## config.mk

```make
export PLATFORM = sky130hd
export DESIGN_NAME = r_type_issue
export DESIGN_NICKNAME = d
export VERILOG_FILES = /design/src/rtl/rv_pkg.sv /design/src/rtl/rv_regfile.sv /design/src/rtl/r_type_issue.sv
export SDC_FILE = /design/constraint.sdc
export NUM_CORES = 2
export LEC_CHECK = 0
export CAP_MARGIN = 20
export CELL_PAD_IN_SITES_DETAIL_PLACEMENT = 0
export CELL_PAD_IN_SITES_GLOBAL_PLACEMENT = 2
export CORE_MARGIN = 1.5
export CORE_UTILIZATION = 43
export CTS_CLUSTER_SIZE = 25
export DETAILED_ROUTE_END_ITERATION = 8
export HOLD_SLACK_MARGIN = 0.05
export PLACE_DENSITY_LB_ADDON = 0.1
export SYNTH_ARGS = -nofsm -noshare
export SYNTH_HDL_FRONTEND = slang
export SYNTH_HIERARCHICAL = 1
export SYNTH_SLANG_ARGS = --single-unit
export TNS_END_PERCENT = 100
```

## constraint.sdc

```tcl
create_clock -name clk -period 3.6 [get_ports clk]
set_clock_uncertainty 0.05 [all_clocks]
set_input_delay 0.72 -clock clk [delete_from_list [all_inputs] [get_ports clk]]
set_output_delay 0.72 -clock clk [all_outputs]
set_load 0.03 [all_outputs]
```

## src/rtl/rv_pkg.sv

```systemverilog
// Shared RV32I definitions for the R-type issue path: opcode/funct constants,
// funct3 operation codes and the R-type instruction field layout.
package rv_pkg;

   localparam logic [6:0] OPC_OP  = 7'b0110011;
   localparam logic [6:0] F7_BASE = 7'b0000000;
   localparam logic [6:0] F7_ALT  = 7'b0100000;

   typedef enum logic [2:0] {
      F3_ADD  = 3'b000,
      F3_SLL  = 3'b001,
      F3_SLT  = 3'b010,
      F3_SLTU = 3'b011,
      F3_XOR  = 3'b100,
      F3_SR   = 3'b101,
      F3_OR   = 3'b110,
      F3_AND  = 3'b111
   } funct3_e;

   typedef struct packed {
      logic [6:0] funct7;
      logic [4:0] rs2;
      logic [4:0] rs1;
      logic [2:0] funct3;
      logic [4:0] rd;
      logic [6:0] opcode;
   } r_type_t;

   // True for the OP-class words the R-type ALU implements: every funct3 with
   // the base funct7, and only SUB/SRA (funct3 000/101) with the alternate one.
   function automatic logic is_legal_r(input r_type_t w);
      logic alt_ok;
      alt_ok = (w.funct7 == F7_ALT) &&
               ((w.funct3 == F3_ADD) || (w.funct3 == F3_SR));
      return (w.opcode == OPC_OP) && ((w.funct7 == F7_BASE) || alt_ok);
   endfunction

endpackage

```

## src/rtl/rv_regfile.sv

```systemverilog
// Architectural register file: two combinational read ports with
// write-through bypass, one write port, x0 hardwired to zero.
module rv_regfile
   import rv_pkg::*;
#(
   parameter int XLEN = 32,
   parameter int NREG = 32,
   localparam int AW  = $clog2(NREG)
) (
   input  logic            clk,
   input  logic            rst,
   input  logic [AW-1:0]   raddr1,
   output logic [XLEN-1:0] rdata1,
   input  logic [AW-1:0]   raddr2,
   output logic [XLEN-1:0] rdata2,
   input  logic            we,
   input  logic [AW-1:0]   waddr,
   input  logic [XLEN-1:0] wdata
);

   logic [XLEN-1:0] regs [NREG];
   logic            wr_live;

   assign wr_live = we && (waddr != '0);

   // Register storage: synchronous clear, then writes to x1..x31 only.
   // NOTE: register-file arrays are normally left unreset; this one is cleared
   // because software observes all-zero registers after reset.
   // NOTE: sequential state uses non-blocking assignments so every flop
   // samples pre-edge values regardless of block evaluation order.
   always_ff @(posedge clk) begin
      if (rst) begin
         for (int i = 0; i < NREG; i++) begin
            regs[i] <= '0;
         end
      end else if (wr_live) begin
         regs[waddr] <= wdata;
      end
   end

   // Read port 1: x0 is zero, a same-cycle write to the address forwards.
   always_comb begin
      if (raddr1 == '0) begin
         rdata1 = '0;
      end else if (wr_live && (waddr == raddr1)) begin
         rdata1 = wdata;
      end else begin
         rdata1 = regs[raddr1];
      end
   end

   // Read port 2: same rules as port 1.
   always_comb begin
      if (raddr2 == '0) begin
         rdata2 = '0;
      end else if (wr_live && (waddr == raddr2)) begin
         rdata2 = wdata;
      end else begin
         rdata2 = regs[raddr2];
      end
   end

endmodule

```

## src/rtl/r_type_issue.sv

```systemverilog
// R-type issue stage: decodes OP-class words, reads operands with writeback
// bypass, blocks RAW/WAW hazards with a per-register scoreboard and holds the
// ALU operands in a valid/ready output register.
module r_type_issue
   import rv_pkg::*;
#(
   parameter int XLEN = 32,   // only 32 is supported
   parameter int NREG = 32
) (
   input  logic            clk,
   input  logic            rst,
   input  logic            in_valid,
   output logic            in_ready,
   input  logic [31:0]     in_instr,
   input  logic            wb_en,
   input  logic [4:0]      wb_rd,
   input  logic [XLEN-1:0] wb_data,
   output logic            out_valid,
   input  logic            out_ready,
   output logic [2:0]      funct3,
   output logic            bit_th,
   output logic [XLEN-1:0] in1,
   output logic [XLEN-1:0] in2,
   output logic [4:0]      rd,
   output logic            illegal
);

   r_type_t         word;
   logic            legal;
   logic            hazard;
   logic            slot_free;
   logic            accept;
   logic            issue;
   logic            reject;
   logic [XLEN-1:0] rs1_val;
   logic [XLEN-1:0] rs2_val;
   logic [NREG-1:0] pend_q;
   logic [NREG-1:0] wb_clr;
   logic [NREG-1:0] pend_eff;
   logic [NREG-1:0] pend_set;

   assign word  = r_type_t'(in_instr);
   assign legal = is_legal_r(word);

   rv_regfile #(
      .XLEN (XLEN),
      .NREG (NREG)
   ) u_regfile (
      .clk    (clk),
      .rst    (rst),
      .raddr1 (word.rs1),
      .rdata1 (rs1_val),
      .raddr2 (word.rs2),
      .rdata2 (rs2_val),
      .we     (wb_en),
      .waddr  (wb_rd),
      .wdata  (wb_data)
   );

   // Effective scoreboard: a writeback this cycle already releases its register.
   // NOTE: every combinational output gets a default before any conditional
   // update, so no path leaves it unassigned and no latch is inferred.
   always_comb begin
      wb_clr = '0;
      if (wb_en) begin
         wb_clr[wb_rd] = 1'b1;
      end
      pend_eff    = pend_q & ~wb_clr;
      pend_eff[0] = 1'b0;
   end

   // Hazard and handshake: illegal words are always swallowed immediately.
   always_comb begin
      hazard    = legal && (pend_eff[word.rs1] || pend_eff[word.rs2] ||
                            pend_eff[word.rd]);
      slot_free = !out_valid || out_ready;
      if (rst) begin
         in_ready = 1'b0;
      end else if (legal) begin
         in_ready = slot_free && !hazard;
      end else begin
         in_ready = 1'b1;
      end
   end

   assign accept = in_valid && in_ready;
   assign issue  = accept && legal;
   assign reject = accept && !legal;

   // Destination marking for an issued word; x0 is never tracked.
   always_comb begin
      pend_set = '0;
      if (issue && (word.rd != '0)) begin
         pend_set[word.rd] = 1'b1;
      end
   end

   // Scoreboard update: clear from writeback, set from issue; set wins.
   always_ff @(posedge clk) begin
      if (rst) begin
         pend_q <= '0;
      end else begin
         pend_q <= pend_eff | pend_set;
      end
   end

   // Output register: load on issue, drop valid once consumed, hold otherwise.
   always_ff @(posedge clk) begin
      if (rst) begin
         out_valid <= 1'b0;
         illegal   <= 1'b0;
         funct3    <= '0;
         bit_th    <= 1'b0;
         in1       <= '0;
         in2       <= '0;
         rd        <= '0;
      end else begin
         illegal <= reject;
         if (issue) begin
            out_valid <= 1'b1;
            funct3    <= word.funct3;
            bit_th    <= word.funct7[5];
            in1       <= rs1_val;
            in2       <= rs2_val;
            rd        <= word.rd;
         end else if (out_ready) begin
            out_valid <= 1'b0;
         end
      end
   end

endmodule
```

==> flow_summary.ini <==
[timing]
fin_ws_ns = -0.0104
slew_headroom_pct = 32.5
tightestPinTransition_ns = 1.01
holdWs_ns = 0.405
fmax_ghz = 0.277
rsz0062_at_grt = true
finalHoldViolCount = 0
post-route-period-util_pct = 100
timing.final.crit_period_ns = 3.61
drv_slew = 0
setup_viol = 1

[synthesis]
avgSynthCellArea_um2 = 13.3
syn_inst = 4632
async_flop_share_pct = 0
ys_dominant_reg_cell = edfxtp_1
synth_area_leaders = edfxtp_1 (50%), mux4_2 (13%), and2_1 (9.8%), mux2i_1 (6.8%), dfxtp_1 (3.4%)
ys_seq_elements = 1130
netlist-cell-type-count = 100
ys_seq_area_share_pct = 53.2
yosysTopAreaCellShare_pct = 49.8
synth_edf_count = 1024
syn_area_um2 = 61800
ys_warn_count = 6
synth_top_cell_by_area = edfxtp_1

[cts]
root_buffer = clkbuf_16
hold_buffers = 0
cts_max_level = 4
clkLatencyLatePin_ns = 0.78
cts_tree = built
cts_num_sinks = 1130
cts_buffer_depth = 3
clk_pin_slew_ns = 0.06
cts_made_buffers = 136

[place]
place_hpwl_um = 166000
place.port_buffers = 149
place_ws_ns = -0.580
placed_area_um2 = 68700
dpl.cell_count = 6707
gp_congestion = 0.924

[grt]
first_global_vias = 43700
grt_overflow = 0
antenna_found_initial = 25
gr-usage-all-layers_pct = 34.6
grt_pass1_wl_um = 350000
grt_start_max_net_pins = 76

[detailed_routing]
antenna_left = 0
detail_route.wl_per_cell_um = 36.6
drtPass1Iterations = 6
drt-total-wl_um = 255000
num_vias = 44600
via_per_inst = 6.39
drt_iter0_drc = 6000
drc_errors = 0

[outcome]
status = finished with violations
violations = setup timing

[setup_path]
startpoint_type = input port
critPathLaunch = wb_rd[4]
worstPathRequired_ns = 2.83
worstReg2RegStart = pend_q[6]$_SDFF_PP0_
crit_fanout = 8
r2r_end = pend_q[31]$_SDFF_PP0_
reg2reg_slack_ns = 0.53
cp-endpoint = in_ready
cp-end-kind = output pin
crit_arrival_ns = 2.84
r2r_cells = 15
crit_type = in2out

[finish]
fin_area_um2 = 73600
layout-drive-gt1-share_pct = 25.2
fin_nets = 5052
fin_cells = 6978
final_core_util_pct = 51.8
area_growth_pct = 19.2

[run]
maxCapViolCount = 0

[floorplan]
die_area_um2 = 146000
ios = 150
die_h_um = 382
coreArea_um2 = 142000
start_util_pct = 43.5
rows = 138
die_w_um = 382

[pwr]
peakVddDrop_mv = 0.414
p_per_area_nw_per_um2 = 455
leakage_nw = 26.4

[hold_path]
hold_class = reg2reg
-- cell families after synthesis --
kind of cell / after synthesis / synth area share [%]
buffers and inverters: 505 / 3.91
flip-flops: 1130 / 53.2
AO/OA/AOI/OAI: 556 / 6.95
multiplexers: 827 / 21.0
AND/OR/NAND/NOR: 1595 / 14.6
XOR/XNOR: 18 / 0.255
other: 1 / 0.00607
-- synthesized netlist by cell type, types with 32 or more instances --
library cell / number
edfxtp_1: 1024
and2_1: 966
mux2i_1: 419
mux4_2: 359
clkbuf_1: 330
nand2_1: 297
dfxtp_1: 106
nor2_1: 95
a21oi_1: 92
buf_2: 72
a22oi_1: 66
nor3_1: 61
a211oi_1: 60
o21ai_0: 41
a32o_1: 40
mux2_2: 38
a221oi_1: 37
o22ai_1: 37
or2_2: 37
o221ai_1: 33
buf_6: 32
-- state kept, by name, summed over array words and instances (netlist names) --
| register | cells |
|---|---|
| pend_q | 31 |
| u_regfile/regs | 1024 |
| bit_th | 1 |
| funct3 | 3 |
| illegal | 1 |
| in1 | 32 |
| in2 | 32 |
| rd | 5 |
| out_valid | 1 |
-- power breakdown --
group          switching, mW  leakage [nW]  internal, mW  total [mW]
registers              0.331          10.6          15.0        15.3
clock network           5.69          2.16          8.03        13.7
logic                   2.68          13.7          1.84        4.52
total                   8.71          26.4          24.8        33.5
-- area by class of cell --
class,instances,area (µm²)
multi-input combinational,3028,27200
antenna,5,12.5
sequential,1130,32900
clock inverter,74,666
inverter,24,95.1
fill,12100,68500
tap,1890,2360
timing repair buffer,658,6740
clock buffer,169,3710
-- worst min-delay path by stage --
stage                                         to  slack (ns)                   start  depth (start not counted)
after floorplan             pend_q[3]$_SDFF_PP0_        0.41    pend_q[3]$_SDFF_PP0_                          2
after global placement    funct3[1]$_SDFFE_PP0P_        0.39  funct3[1]$_SDFFE_PP0P_                          2
after detailed placement    in2[18]$_SDFFE_PP0P_        0.40    in2[18]$_SDFFE_PP0P_                          2
after CTS                  pend_q[25]$_SDFF_PP0_        0.41                     rst                          3
after global routing          rd[0]$_SDFFE_PP0P_        0.42      rd[0]$_SDFFE_PP0P_                          2
final                     funct3[0]$_SDFFE_PP0P_        0.41  funct3[0]$_SDFFE_PP0P_                          2
-- timing repair --
action / CTS / global route
resized for setup: 61 / 49
pin swaps: 13 / 22
setup endpoints to repair: 1 / 1
buffers inserted: 14 / 7
-- metal layers --
layer  track usage [%]  part of all wire [%]  vias up
met3              7.03                    10      541
met2              53.0                    45     2680
li1                  -                     -    18300
met1              48.4                    41    23100
met4              13.4                   4.2        2
met5                 0                0.0051        -
-- placed cells by master, fill, tap and decap left out, types with 15 or more instances in the layout --
master           count
a22oi_1             66
o21ai_0             35
buf_12             108
a32o_1              40
and2_1             965
a221oi_1            36
a211oi_1            56
nand2_1            296
clkbuf_1            20
mux2i_1            419
buf_4              388
or2_2               37
mux4_2             359
and3_1              15
nor3_1              59
inv_1               22
a22o_1              18
mux2_2              38
buf_6               19
edfxtp_1          1024
nor2_4              32
nor2_1              62
clkinv_2            22
dfxtp_1            105
conb_1              32
clkbuf_16          143
o221ai_1            33
o22ai_1             37
clkdlybuf4s50_1    126
nand3_1             18
a21oi_1             89
clkinv_1            29
-- through the flow --
| stage | setup TNS, ns | power (mW) |
|---|---|---|
| after floorplan | 0 | 17.8 |
| after global placement | -51.28 | 19.9 |
| after detailed placement | -53.63 | 19.9 |
| after CTS | -0.152 | 33.6 |
| after global routing | -0.0817 | 34.4 |
| final | -0.0104 | 33.5 |
-- worst max-delay path: stages --
cell and delay (ns):
buf_8 0.10, buf_6 0.11, buf_6 0.12, and4b_2 0.29, buf_4 0.18, a2111oi_2 0.32, a41oi_2 0.08, a21oi_2 0.21
buf_4 0.13, a311o_1 0.13, nor2b_2 0.05, a31o_2 0.26, buf_6 0.14
(Power assumes the default switching activity.)
